==> config.mk <==
export PLATFORM = sky130hd
export DESIGN_NAME = vga_rect_plotter_flat
export DESIGN_NICKNAME = d
export VERILOG_FILES = /design/src/rtl/vga_rect_plotter_if.sv /design/src/rtl/vga_rect_plotter.sv /design/src/flat_wrapper.sv
export SDC_FILE = /design/constraint.sdc
export NUM_CORES = 1
export LEC_CHECK = 0
export BUFFER_PORTS_ARGS = -buffer_cell sky130_fd_sc_hd__buf_2
export CAP_MARGIN = 20
export CORE_ASPECT_RATIO = 1.75
export CORE_UTILIZATION = 50
export CTS_CLUSTER_SIZE = 40
export DETAILED_ROUTE_END_ITERATION = 10
export GPL_TIMING_DRIVEN = 0
export HOLD_SLACK_MARGIN = 0.08
export PLACE_DENSITY = 0.67
export SLEW_MARGIN = 20
export SYNTH_ARGS = -nofsm -noshare
export SYNTH_HDL_FRONTEND = slang
export SYNTH_SLANG_ARGS = --single-unit
==> constraint.sdc <==
create_clock -name clk -period 5.4 [get_ports clk]
set_input_delay 1.62 -clock clk [delete_from_list [all_inputs] [get_ports clk]]
set_output_delay 1.62 -clock clk [all_outputs]
set_load 0.01 [all_outputs]
==> src/rtl/vga_rect_plotter_if.sv <==
// Command and pixel-stream bundle between the VGA top level and the rectangle plotter.
// The top level (master) issues load/plot/clear requests and consumes the pixel stream.
interface vga_rect_plotter_if #(
    parameter int XW = 8,
    parameter int YW = 7,
    parameter int CW = 3,
    parameter int SW = 5
);
    logic [XW-1:0] iXY_Coord;
    logic          iLoadX;
    logic          iPlotBox;
    logic          iBlack;
    logic [CW-1:0] iColour;
    logic [SW-1:0] iWidth;
    logic [SW-1:0] iHeight;

    logic [XW-1:0] oX;
    logic [YW-1:0] oY;
    logic [CW-1:0] oColour;
    logic          oPlot;
    logic          oBusy;
    logic          oDone;

    modport master (
        output iXY_Coord, iLoadX, iPlotBox, iBlack, iColour, iWidth, iHeight,
        input  oX, oY, oColour, oPlot, oBusy, oDone
    );

    modport slave (
        input  iXY_Coord, iLoadX, iPlotBox, iBlack, iColour, iWidth, iHeight,
        output oX, oY, oColour, oPlot, oBusy, oDone
    );
endinterface

==> src/rtl/vga_rect_plotter.sv <==
// Filled-rectangle / full-screen-clear pixel generator for the VGA adapter.
// Emits one pixel per clock in raster order (x fastest), clipping off-screen pixels.
module vga_rect_plotter #(
    parameter int X_SCREEN_PIXELS = 160,
    parameter int Y_SCREEN_PIXELS = 120,
    parameter int XW              = 8,
    parameter int YW              = 7,
    parameter int CW              = 3,
    parameter int SW              = 5
) (
    input logic               clk,
    input logic               resetn,
    vga_rect_plotter_if.slave bus
);

    // Size registers must hold either a user size or a full screen dimension.
    localparam int XDIM_W = $clog2(X_SCREEN_PIXELS + 1);
    localparam int YDIM_W = $clog2(Y_SCREEN_PIXELS + 1);
    localparam int WW     = (SW > XDIM_W) ? SW : XDIM_W;
    localparam int HW     = (SW > YDIM_W) ? SW : YDIM_W;
    localparam int XSW    = XW + 1;
    localparam int YSW    = YW + 1;

    localparam logic [1:0] S_IDLE  = 2'd0;
    localparam logic [1:0] S_DRAW  = 2'd1;
    localparam logic [1:0] S_CLEAR = 2'd2;
    localparam logic [1:0] S_DONE  = 2'd3;

    logic [1:0]    state;
    logic [XW-1:0] x_reg;
    logic [YW-1:0] y_reg;
    logic [CW-1:0] col_reg;
    logic [WW-1:0] w_reg;
    logic [HW-1:0] h_reg;
    logic [WW-1:0] xc;
    logic [HW-1:0] yc;

    logic load_x_q;
    logic plot_q;
    logic black_q;

    logic load_x_edge;
    logic plot_edge;
    logic black_edge;
    logic scanning;
    logic last_col;
    logic last_row;

    logic [XSW-1:0] x_full;
    logic [YSW-1:0] y_full;

    function automatic logic [XSW-1:0] x_sum(input logic [XW-1:0] base,
                                             input logic [WW-1:0] ofs);
        return {1'b0, base} + XSW'(ofs);
    endfunction

    function automatic logic [YSW-1:0] y_sum(input logic [YW-1:0] base,
                                             input logic [HW-1:0] ofs);
        return {1'b0, base} + YSW'(ofs);
    endfunction

    function automatic logic on_screen(input logic [XSW-1:0] xs,
                                       input logic [YSW-1:0] ys);
        return (xs < XSW'(X_SCREEN_PIXELS)) && (ys < YSW'(Y_SCREEN_PIXELS));
    endfunction

    assign load_x_edge = bus.iLoadX   & ~load_x_q;
    assign plot_edge   = bus.iPlotBox & ~plot_q;
    assign black_edge  = bus.iBlack   & ~black_q;

    assign scanning = (state == S_DRAW) || (state == S_CLEAR);
    assign last_col = (xc == w_reg - WW'(1));
    assign last_row = (yc == h_reg - HW'(1));

    always_ff @(posedge clk) begin
        if (!resetn) begin
            state    <= S_IDLE;
            x_reg    <= '0;
            y_reg    <= '0;
            col_reg  <= '0;
            w_reg    <= '0;
            h_reg    <= '0;
            xc       <= '0;
            yc       <= '0;
            load_x_q <= 1'b0;
            plot_q   <= 1'b0;
            black_q  <= 1'b0;
        end else begin
            // Edge history follows the inputs in every state so held levels never retrigger.
            load_x_q <= bus.iLoadX;
            plot_q   <= bus.iPlotBox;
            black_q  <= bus.iBlack;

            case (state)
                S_IDLE: begin
                    if (black_edge) begin
                        x_reg   <= '0;
                        y_reg   <= '0;
                        col_reg <= '0;
                        w_reg   <= WW'(X_SCREEN_PIXELS);
                        h_reg   <= HW'(Y_SCREEN_PIXELS);
                        xc      <= '0;
                        yc      <= '0;
                        state   <= S_CLEAR;
                    end else if (plot_edge) begin
                        y_reg   <= bus.iXY_Coord[YW-1:0];
                        col_reg <= bus.iColour;
                        w_reg   <= WW'(bus.iWidth);
                        h_reg   <= HW'(bus.iHeight);
                        xc      <= '0;
                        yc      <= '0;
                        if ((bus.iWidth == '0) || (bus.iHeight == '0))
                            state <= S_DONE;
                        else
                            state <= S_DRAW;
                    end else if (load_x_edge) begin
                        x_reg <= bus.iXY_Coord;
                    end
                end

                S_DRAW, S_CLEAR: begin
                    if (last_col) begin
                        xc <= '0;
                        if (last_row) begin
                            yc    <= '0;
                            state <= S_DONE;
                        end else begin
                            yc <= yc + HW'(1);
                        end
                    end else begin
                        xc <= xc + WW'(1);
                    end
                end

                S_DONE: state <= S_IDLE;

                default: state <= S_IDLE;
            endcase
        end
    end

    assign x_full = x_sum(x_reg, xc);
    assign y_full = y_sum(y_reg, yc);

    assign bus.oX      = x_full[XW-1:0];
    assign bus.oY      = y_full[YW-1:0];
    assign bus.oColour = col_reg;
    assign bus.oBusy   = scanning;
    assign bus.oPlot   = scanning && on_screen(x_full, y_full);
    assign bus.oDone   = (state == S_DONE);

endmodule

==> src/flat_wrapper.sv <==
// flat-port wrapper written by rule: the top's interface ports become plain ports
module vga_rect_plotter_flat 
#(
    parameter int X_SCREEN_PIXELS = 160,
    parameter int Y_SCREEN_PIXELS = 120,
    parameter int XW              = 8,
    parameter int YW              = 7,
    parameter int CW              = 3,
    parameter int SW              = 5
)
  (clk, resetn, bus_iXY_Coord, bus_iLoadX, bus_iPlotBox, bus_iBlack, bus_iColour, bus_iWidth, bus_iHeight, bus_oX, bus_oY, bus_oColour, bus_oPlot, bus_oBusy, bus_oDone);
  vga_rect_plotter_if #(.XW(XW), .YW(YW), .CW(CW), .SW(SW)) bus_i ();
  input logic clk;
  input logic resetn;
  input wire logic [$bits(bus_i.iXY_Coord)-1:0] bus_iXY_Coord;
  input wire logic [$bits(bus_i.iLoadX)-1:0] bus_iLoadX;
  input wire logic [$bits(bus_i.iPlotBox)-1:0] bus_iPlotBox;
  input wire logic [$bits(bus_i.iBlack)-1:0] bus_iBlack;
  input wire logic [$bits(bus_i.iColour)-1:0] bus_iColour;
  input wire logic [$bits(bus_i.iWidth)-1:0] bus_iWidth;
  input wire logic [$bits(bus_i.iHeight)-1:0] bus_iHeight;
  output wire logic [$bits(bus_i.oX)-1:0] bus_oX;
  output wire logic [$bits(bus_i.oY)-1:0] bus_oY;
  output wire logic [$bits(bus_i.oColour)-1:0] bus_oColour;
  output wire logic [$bits(bus_i.oPlot)-1:0] bus_oPlot;
  output wire logic [$bits(bus_i.oBusy)-1:0] bus_oBusy;
  output wire logic [$bits(bus_i.oDone)-1:0] bus_oDone;
  assign bus_i.iXY_Coord = bus_iXY_Coord;
  assign bus_i.iLoadX = bus_iLoadX;
  assign bus_i.iPlotBox = bus_iPlotBox;
  assign bus_i.iBlack = bus_iBlack;
  assign bus_i.iColour = bus_iColour;
  assign bus_i.iWidth = bus_iWidth;
  assign bus_i.iHeight = bus_iHeight;
  assign bus_oX = bus_i.oX;
  assign bus_oY = bus_i.oY;
  assign bus_oColour = bus_i.oColour;
  assign bus_oPlot = bus_i.oPlot;
  assign bus_oBusy = bus_i.oBusy;
  assign bus_oDone = bus_i.oDone;
  vga_rect_plotter #(.X_SCREEN_PIXELS(X_SCREEN_PIXELS), .Y_SCREEN_PIXELS(Y_SCREEN_PIXELS), .XW(XW), .YW(YW), .CW(CW), .SW(SW)) u_core (.clk(clk), .resetn(resetn), .bus(bus_i));
endmodule
==> Yosys cells after proc, flatten, opt, wreduce, memory -nomap -nowiden <==
Cells that the tools add are included.
{ "op_classes": {"n_eq_ne": 9, "order_cmp": 2, "n_reduce_logical": 16, "mux": 26, "n_bitwise": 6, "n_addsub": 6} }
{ "op_table": {"columns": ["cell", "count"], "rows": [
  ["two-way mux 8 bit", 8],
  ["two-way mux 7 bit", 8],
  ["one-hot mux 8 bit (2 select lines)", 1],
  ["one-hot mux 7 bit (2 select lines)", 1],
  ["logical NOT 5 bit", 2],
  ["two-way mux 2 bit", 5],
  ["adder 8 x 8 -> 9 bit", 1],
  ["less-than comparator 9 x 8 -> 1 bit (second input constant)", 1],
  ["AND reduction 3 bit", 3],
  ["adder 7 x 7 -> 8 bit", 1],
  ["adder 8 x 1 -> 8 bit (second input constant)", 1],
  ["== test 8 bit", 1],
  ["less-than comparator 8 x 7 -> 1 bit (second input constant)", 1],
  ["subtractor 8 x 1 -> 8 bit (second input constant)", 1],
  ["adder 7 x 1 -> 7 bit (second input constant)", 1],
  ["== test 7 bit", 1],
  ["subtractor 7 x 1 -> 7 bit (second input constant)", 1],
  ["two-way mux 3 bit", 2],
  ["one-hot mux 2 bit (3 select lines)", 1],
  ["nonzero test 2 bit", 3],
  ["== test 2 bit (second input constant)", 2],
  ["!= test 2 x 1 -> 1 bit (second input constant)", 2],
  ["AND reduction 2 bit", 2],
  ["bitwise AND 1 bit", 3],
  ["other kinds (8)", 12]
]} }
{ "totals": {"reg_bits": 53, "in_bits": 26, "elab_cells": 76, "output_inout_bits": 21} }

==> Depth between registers and ports, before layout <==
Gate-level depths: netlist of the first run.
{ "logic_depth": {"depth_word": 6, "ltp_mapped": 9, "mapped_depth_nobuf": 9} }

==> Worst setup path before layout of the first run <==
Ideal clock, no wire load.
{ "synth_timing": {"path_kind": "register to output", "start": "reg u_core.yc[0]", "end": "out bus_oPlot", "path_slack_ns": 1.309, "n_path_buf": 0, "path_stages_with_launch": 9, "arrival_time_ns": 2.471, "required_ns": 3.780, "cell_sequence": "dfxtp_1 > ha_1 > fa_1 > a21o_1 > a21oi_1 > nor4b_1 > o311ai_0 > a211oi_1 > a2111oi_0"} }
{ "synth_via": {"elab_chain_len": 4} }
{ "synth_lines": {"columns": ["element", "line_no", "rtl"], "rows": [
  ["from (decl)", "vga_rect_plotter.sv:36", "logic [HW-1:0] yc;"],
  ["from (signal assigned)", "vga_rect_plotter.sv:128", "yc <= yc + HW'(1);"],
  ["adder 7 x 7 -> 8 bit", "vga_rect_plotter.sv:59", "return {1'b0, base} + YSW'(ofs);"],
  ["less-than comparator 8 x 7 -> 1 bit", "vga_rect_plotter.sv:64", "return (xs < XSW'(X_SCREEN_PIXELS)) && (ys < YSW'(Y_SCREEN_PIXELS));"],
  ["logical AND 1 bit", "vga_rect_plotter.sv:64", null],
  ["logical AND 1 bit", "vga_rect_plotter.sv:149", "assign bus.oPlot = scanning && on_screen(x_full, y_full);"],
  ["to (decl)", "flat_wrapper.sv:25", "output wire logic [$bits(bus_i.oPlot)-1:0] bus_oPlot;"]
]} }
No other way between the ends.

==> Worst setup path in the final report of the first run <==
{ "layout_timing": {"start": "reg u_core.xc[0]", "end": "out bus_oPlot"} }
{ "layout_via": {"elab_chain_len": 4} }
{ "layout_lines": {"columns": ["element", "line_no", "rtl"], "rows": [
  ["from (decl)", "vga_rect_plotter.sv:35", "logic [WW-1:0] xc;"],
  ["from (signal assigned)", "vga_rect_plotter.sv:131", "xc <= xc + WW'(1);"],
  ["adder 8 x 8 -> 9 bit", "vga_rect_plotter.sv:54", "return {1'b0, base} + XSW'(ofs);"],
  ["less-than comparator 9 x 8 -> 1 bit", "vga_rect_plotter.sv:64", null],
  ["logical AND 1 bit", "vga_rect_plotter.sv:64", null],
  ["logical AND 1 bit", "vga_rect_plotter.sv:149", null]
]} }
No other way between the ends.

==> impl_metrics.json, run 1 <==
{
  "rsz0062_at_grt": "no",
  "antenna_found_initial": 0,
  "synth_common_cells": "dfxtp_1, nand2_1, nand3_1",
  "grt-ovfl-total": 0,
  "io_buffers": 46,
  "finalWirelength_mm": 7.834,
  "ys_top_cells_by_area": "dfxtp_1, ha_1, xnor2_1, a21boi_0, nand3_1",
  "ys_types": 55,
  "setup_tns_ps": 0,
  "ys_seq_elements": 49,
  "ant_nets": 0,
  "remaining_drc_errors": 0,
  "syn-num-nets": 442,
  "status": "finished clean",
  "n_antenna_cell": 0,
  "vias": 2968,
  "area_growth_pct": 13.00,
  "avgSynthCellArea_um2": 8.273,
  "worstHoldPathType": "register to register",
  "crit_fanout": 7,
  "layout.nets": 495,
  "leakage_uw": 0.001475,
  "worstPathRequired_ps": 3780,
  "place.gp.congestion": 0.8488,
  "cap_violations": 0,
  "worst_setup_path_end_kind": "output port",
  "hold_violations": 0,
  "period_needed_ps": 4504,
  "ys_seq_area_frac": 0.3025,
  "grt_pass1_vias": 2911,
  "hold_buffers": 0,
  "power_density_nw_per_um2": 317.2,
  "synth_top_area_frac": 0.3025,
  "cts_resized": 0,
  "finClkSkew_ps": 10.19,
  "htreeDepth": 2,
  "final-setup-viol-count": 0,
  "root_buffer": "clkbuf_8",
  "grt_pass1_wl_mm": 13.12,
  "globalRouteTotalUtil": 0.2477,
  "place_worst_setup_slack_ps": 1238,
  "drv_slew": 0,
  "viasPerCell": 5.643,
  "synthArstFlopShare": 0,
  "reg2regPathDepth": 9,
  "cts_tree": "done",
  "postCtsSetupBuffers": 0,
  "yosysWarnings": 0,
  "cts_made_buffers": 5,
  "fp.dieH_um": 108.5,
  "arrival_ps": 2880,
  "fin_hold_ws_ps": 460.7,
  "initial_utilization": 0.5207,
  "drtIter0Drc": 118,
  "synth_flop_cell": "dfxtp_1",
  "hold_depth": 2,
  "layout-drive-gt1-share": 0.1435,
  "final_util": 0.5884,
  "wl_per_cell_um": 14.89,
  "hpwl_mm": 6.328,
  "p_total_uw": 1163,
  "finalCritPeriodShare": 0.8340,
  "relSlewSlack": 0.5848,
  "die_w_um": 62.88,
  "boundaryPins": 47,
  "max_slew.worst_pin.slew_ps": 607.1,
  "clk_pin_slew_ps": 90,
  "r2r_slack_ps": 2620,
  "core-area_um2": 6228,
  "synthCells": 392,
  "dr.pass1.iters": 4,
  "grt_max_degree": 17,
  "yosysTopAreaCell": "dfxtp_1",
  "yosysMostFrequentCell": "dfxtp_1",
  "fp.dieArea_um2": 6825,
  "clock_path_buffers": 2,
  "cp-start-kind": "register",
  "worstSetupPathType": "register to output port",
  "syn-cell-area_um2": 3243,
  "rows": 38,
  "clk_latency_ps": 320,
  "synth-edff-count": 0,
  "clock.fmax_mhz": 222.0,
  "peakVddDrop_mv": 0.1647,
  "cts_num_sinks": 49,
  "setup_ws_ps": 896.4
}
[critical path: stages (launching register included)]
cell       delay [ps]
dfxtp_1           500
ha_1              230
inv_1              60
fa_1              400
nor2b_1           120
o21ai_0           100
a21o_1            200
a21boi_0          290
o21bai_1          110
a2111oi_0         360
buf_2             200
[layout by cell type (no fill, tap or decap), types with 14 or more instances in the layout]
cell type and count:
dfxtp_1 49, buf_2 47, nand2_1 35, nand3_1 30, inv_1 26, nor2_1 25
ha_1 22, xnor2_1 20, a21boi_0 20, nor2b_1 14
[power by group]
group	leakage (µW)	internal (µW)	switching [µW]
combinational	0.00104	198	292
clock	0.0000364	91.0	134
sequential	0.000399	404	44.1
total	0.00148	693	470
[cell type report]
cell class | instances | area (µm²)
plain buffers | 16 | 68.82
clock buffers | 5 | 68.82
clock inverters | 3 | 22.52
fillers | 596 | 2564
inverters | 26 | 97.59
multi-input cells | 301 | 2096
flip-flops and latches | 49 | 980.9
well taps | 80 | 100.1
repair buffers | 46 | 230.2
[kinds of logic (layout without fill, tap and decap cells)]
| family | Yosys count | in the layout | synth area share |
|---|---|---|---|
| AOI/OAI and AO/OA | 90 | 90 | 0.2064 |
| xor gates and xnor gates | 27 | 27 | 0.07292 |
| adders and majority gates | 24 | 24 | 0.09722 |
| buffers and inverters | 42 | 96 | 0.05131 |
| DFF | 49 | 49 | 0.3025 |
| muxes | 5 | 5 | 0.01543 |
| and+or+nand+nor | 155 | 155 | 0.2542 |
[layer usage]
layer	wire length (µm)	track usage	vias up
li1	-	-	1499
met1	3137	0.2568	1401
met2	4311	0.4785	51
met3	194	0.03692	17
met4	191	0.1096	0
met5	0	0	-
[stage by stage]
| step | cells | cell area [µm²] |
|---|---|---|
| finish | 526 | 3665 |
| global route | 526 | 3665 |
| CTS | 526 | 3665 |
| detailed placement | 518 | 3573 |
| global placement | 518 | 3573 |
| floorplan | 392 | 3243 |
[path summary, 6_finish.rpt]
kind,from,end
hold reg to reg,u_core.bus.oColour[1]$_SDFFE_PN0P_,u_core.bus.oColour[1]$_SDFFE_PN0P_
setup / recovery,u_core.xc[0]$_SDFFE_PN0P_,bus_oPlot
hold / removal,u_core.bus.oColour[1]$_SDFFE_PN0P_,u_core.bus.oColour[1]$_SDFFE_PN0P_
setup reg to reg,u_core.w_reg[0]$_SDFFE_PN0P_,u_core.yc[4]$_SDFFE_PN0P_
No activity file was read; power rests on OpenSTA's default activity.
==> run 2, diff against run 1 <==
--- a/config.mk
+++ b/config.mk
@@ -5,6 +5,7 @@
 export SDC_FILE = /design/constraint.sdc
 export NUM_CORES = 1
 export LEC_CHECK = 0
+export ABC_AREA = 1
 export BUFFER_PORTS_ARGS = -buffer_cell sky130_fd_sc_hd__buf_2
 export CAP_MARGIN = 20
 export CORE_ASPECT_RATIO = 1.75
==> constraint.sdc (replaced) <==
create_clock -name clk -period 4.7 [get_ports clk]
set_input_delay 1.41 -clock clk [delete_from_list [all_inputs] [get_ports clk]]
set_output_delay 1.41 -clock clk [all_outputs]
set_load 0.01 [all_outputs]
==> run 2 against run 1 <==
  * Core utilization grew 0.47 points
  * Synthesized cell count grew 23%
  * Hold slack gained 10 ps
  * Global-route usage shrank 0.058 points
  * Critical path depth shrank 1
  * Non-clock buffer count shrank 5
  * First-iteration DRC count shrank 9.3%
  * Design area is essentially flat
  * Sequential cell count is the same
  * Count of clock-buffer cells in the layout is the same
  * Register-to-register slack gained 150 ps
  * Cell count grew 17%
==> impl_metrics.json, run 2 <==
{
  "netSwitchingPower_uw": 910.1,
  "period_needed_ps": 3878,
  "root_buffer": "clkbuf_8",
  "core-area_um2": 6181,
  "drtIter0Drc": 107,
  "hold_buffers": 0,
  "remaining_drc_errors": 0,
  "arrival_ps": 2470,
  "hold_violations": 0,
  "critPathLaunch": "u_core.state[1]$_SDFFE_PN0P_",
  "synth-edff-count": 0,
  "status": "finished clean",
  "fin_area_um2": 3666,
  "r2r-end": "u_core.yc[1]$_SDFFE_PN0P_",
  "area_growth_pct": 14.45,
  "combPwrFrac": 0.522,
  "power_density_nw_per_um2": 560.1,
  "grt-ovfl-total": 0,
  "worstHoldStart": "u_core.bus.oColour[1]$_SDFFE_PN0P_",
  "viasPerCell": 5.072,
  "die_w_um": 62.51,
  "ys_types": 33,
  "hpwl_mm": 6.312,
  "relSlewSlack": 0.5982,
  "rsz0062_at_grt": "no",
  "worst_setup_path_end_kind": "output port",
  "synth_top_area_frac": 0.3063,
  "finClkSkew_ps": 4.658,
  "setup.worst_path.end": "bus_oPlot",
  "initial_utilization": 0.5182,
  "cts_made_buffers": 5,
  "fill_cells": 643,
  "grt_max_degree": 17,
  "clock_power_share": 0.180,
  "avgSynthCellArea_um2": 6.645,
  "cp-start-kind": "register",
  "layout-drive-gt1-share": 0.1570,
  "grt_pass1_vias": 2952,
  "n_antenna_cell": 0,
  "clk_pin_slew_ps": 100,
  "finalWirelength_mm": 7.763,
  "p_sw_frac": 0.4433,
  "fp.dieH_um": 107.9,
  "yosysWarnings": 0,
  "worstSetupPathType": "register to output port",
  "globalRouteTotalUtil": 0.2471,
  "mostFrequentLayoutCell": "nand2_1",
  "ys_seq_area_frac": 0.3062,
  "htreeDepth": 2,
  "clock_path_buffers": 2,
  "regToRegStartpoint": "u_core.w_reg[0]$_SDFFE_PN0P_",
  "synthArstFlopShare": 0,
  "wl_per_cell_um": 12.62,
  "layout_common_cells": "nand2_1, inv_1, nor2_1",
  "crit_fanout": 7,
  "final-setup-viol-count": 0,
  "worstPathRequired_ps": 3290,
  "yosysMostFrequentCell": "nand2_1",
  "ys_top_cells_by_area": "dfxtp_1, nand2_1, ha_1, a21oi_1, inv_1",
  "io_buffers": 45,
  "r2r_slack_ps": 2770,
  "cts_tree": "done",
  "cts_num_sinks": 49,
  "synth_common_cells": "nand2_1, inv_1, nor2_1",
  "cts_resized": 0,
  "vias": 3119,
  "ys_seq_elements": 49,
  "leakage_uw": 0.001908,
  "place_worst_setup_slack_ps": 1209,
  "fp.dieArea_um2": 6743,
  "synthCells": 482,
  "antenna_found_initial": 0,
  "reg2regPathDepth": 13,
  "max_slew.worst_pin.slew_ps": 602.7,
  "rows": 38,
  "clk_latency_ps": 310,
  "p_total_uw": 2053,
  "syn-cell-area_um2": 3203,
  "place_area_um2": 3528,
  "dr.pass1.iters": 4,
  "peakVddDrop_mv": 0.2922,
  "synth_flop_cell": "dfxtp_1",
  "postCtsSetupBuffers": 0,
  "boundaryPins": 47,
  "worstHoldPathType": "register to register",
  "clock.fmax_mhz": 257.9,
  "final_util": 0.5931,
  "setup_tns_ps": 0,
  "ant_nets": 0,
  "cap_violations": 0,
  "syn-num-nets": 532,
  "drv_slew": 0,
  "intPower_uw": 1143,
  "layout.nets": 584,
  "place.gp.congestion": 0.8430,
  "yosysTopAreaCell": "dfxtp_1",
  "setup_ws_ps": 822.3,
  "pwr-share-seq": 0.298,
  "grt_pass1_wl_mm": 13.16,
  "finalCritPeriodShare": 0.8250
}
[run 2: final cells by class]
class / instances / area (µm²) / share of cell area
inverter: 69 / 259.0 / 0.07065
multi-input combinational: 352 / 1899 / 0.5181
tap: 80 / 100.1 / 0.02730
clock buffer: 5 / 68.82 / 0.01877
clock inverter: 3 / 68.82 / 0.01877
buffer: 12 / 63.81 / 0.01741
sequential: 49 / 980.9 / 0.2676
timing repair buffer: 45 / 225.2 / 0.06143
[run 2: cells by family (layout without fill, tap and decap cells)]
logic type                 count (synthesis)  count (layout)  share of synthesized area
DFF                                       49              49                     0.3062
and+or+nand+nor                          229             229                     0.3023
adders and majority gates                 24              24                    0.09844
buffers and inverters                     81             134                     0.1008
AOI/OAI and AO/OA                         77              77                     0.1320
xor gates and xnor gates                  22              22                    0.06015
[run 2: power groups by stage]
stage	registers, µW	clock network [µW]	logic (µW)
global placement	620	0	1050
CTS	613	374	1080
global route	628	392	1230
floorplan	595	0	826
detailed placement	621	0	1070
finish	612	369	1070
[run 2: how the worst min path moves through the flow]
stage	slack [ps]	cells past startpoint	to
5_1_grt	500	2	u_core.x_reg[6]$_SDFFE_PN0P_
6_report	470	2	u_core.bus.oColour[1]$_SDFFE_PN0P_
2_1_floorplan	440	2	u_core.x_reg[4]$_SDFFE_PN0P_
4_1_cts	470	2	u_core.bus.oColour[1]$_SDFFE_PN0P_
3_5_place_dp	460	2	u_core.bus.oColour[1]$_SDFFE_PN0P_
3_3_place_gp	450	2	u_core.bus.oColour[1]$_SDFFE_PN0P_
[run 2: worst max-delay path: stages (launching register included)]
cell and delay, ps:
dfxtp_1 380, inv_1 70, ha_1 490, inv_1 120, a2111oi_0 550, nand2_1 150, a21oi_1 130, nand2_1 60
nor2_1 90, buf_2 130
[run 2: per-layer routing]
metal | track usage | share of wire
met1 | 0.2654 | 0.40
met2 | 0.4790 | 0.55
met3 | 0.03284 | 0.017
met4 | 0.08970 | 0.023
met5 | 0 | 0
[run 2: per-stage QoR]
step / instances / hold slack (ps)
detailed placement: 607 / 456.5
finish: 615 / 471.0
CTS: 615 / 470.8
global route: 615 / 496.5
floorplan: 482 / 442.7
global placement: 607 / 453.2
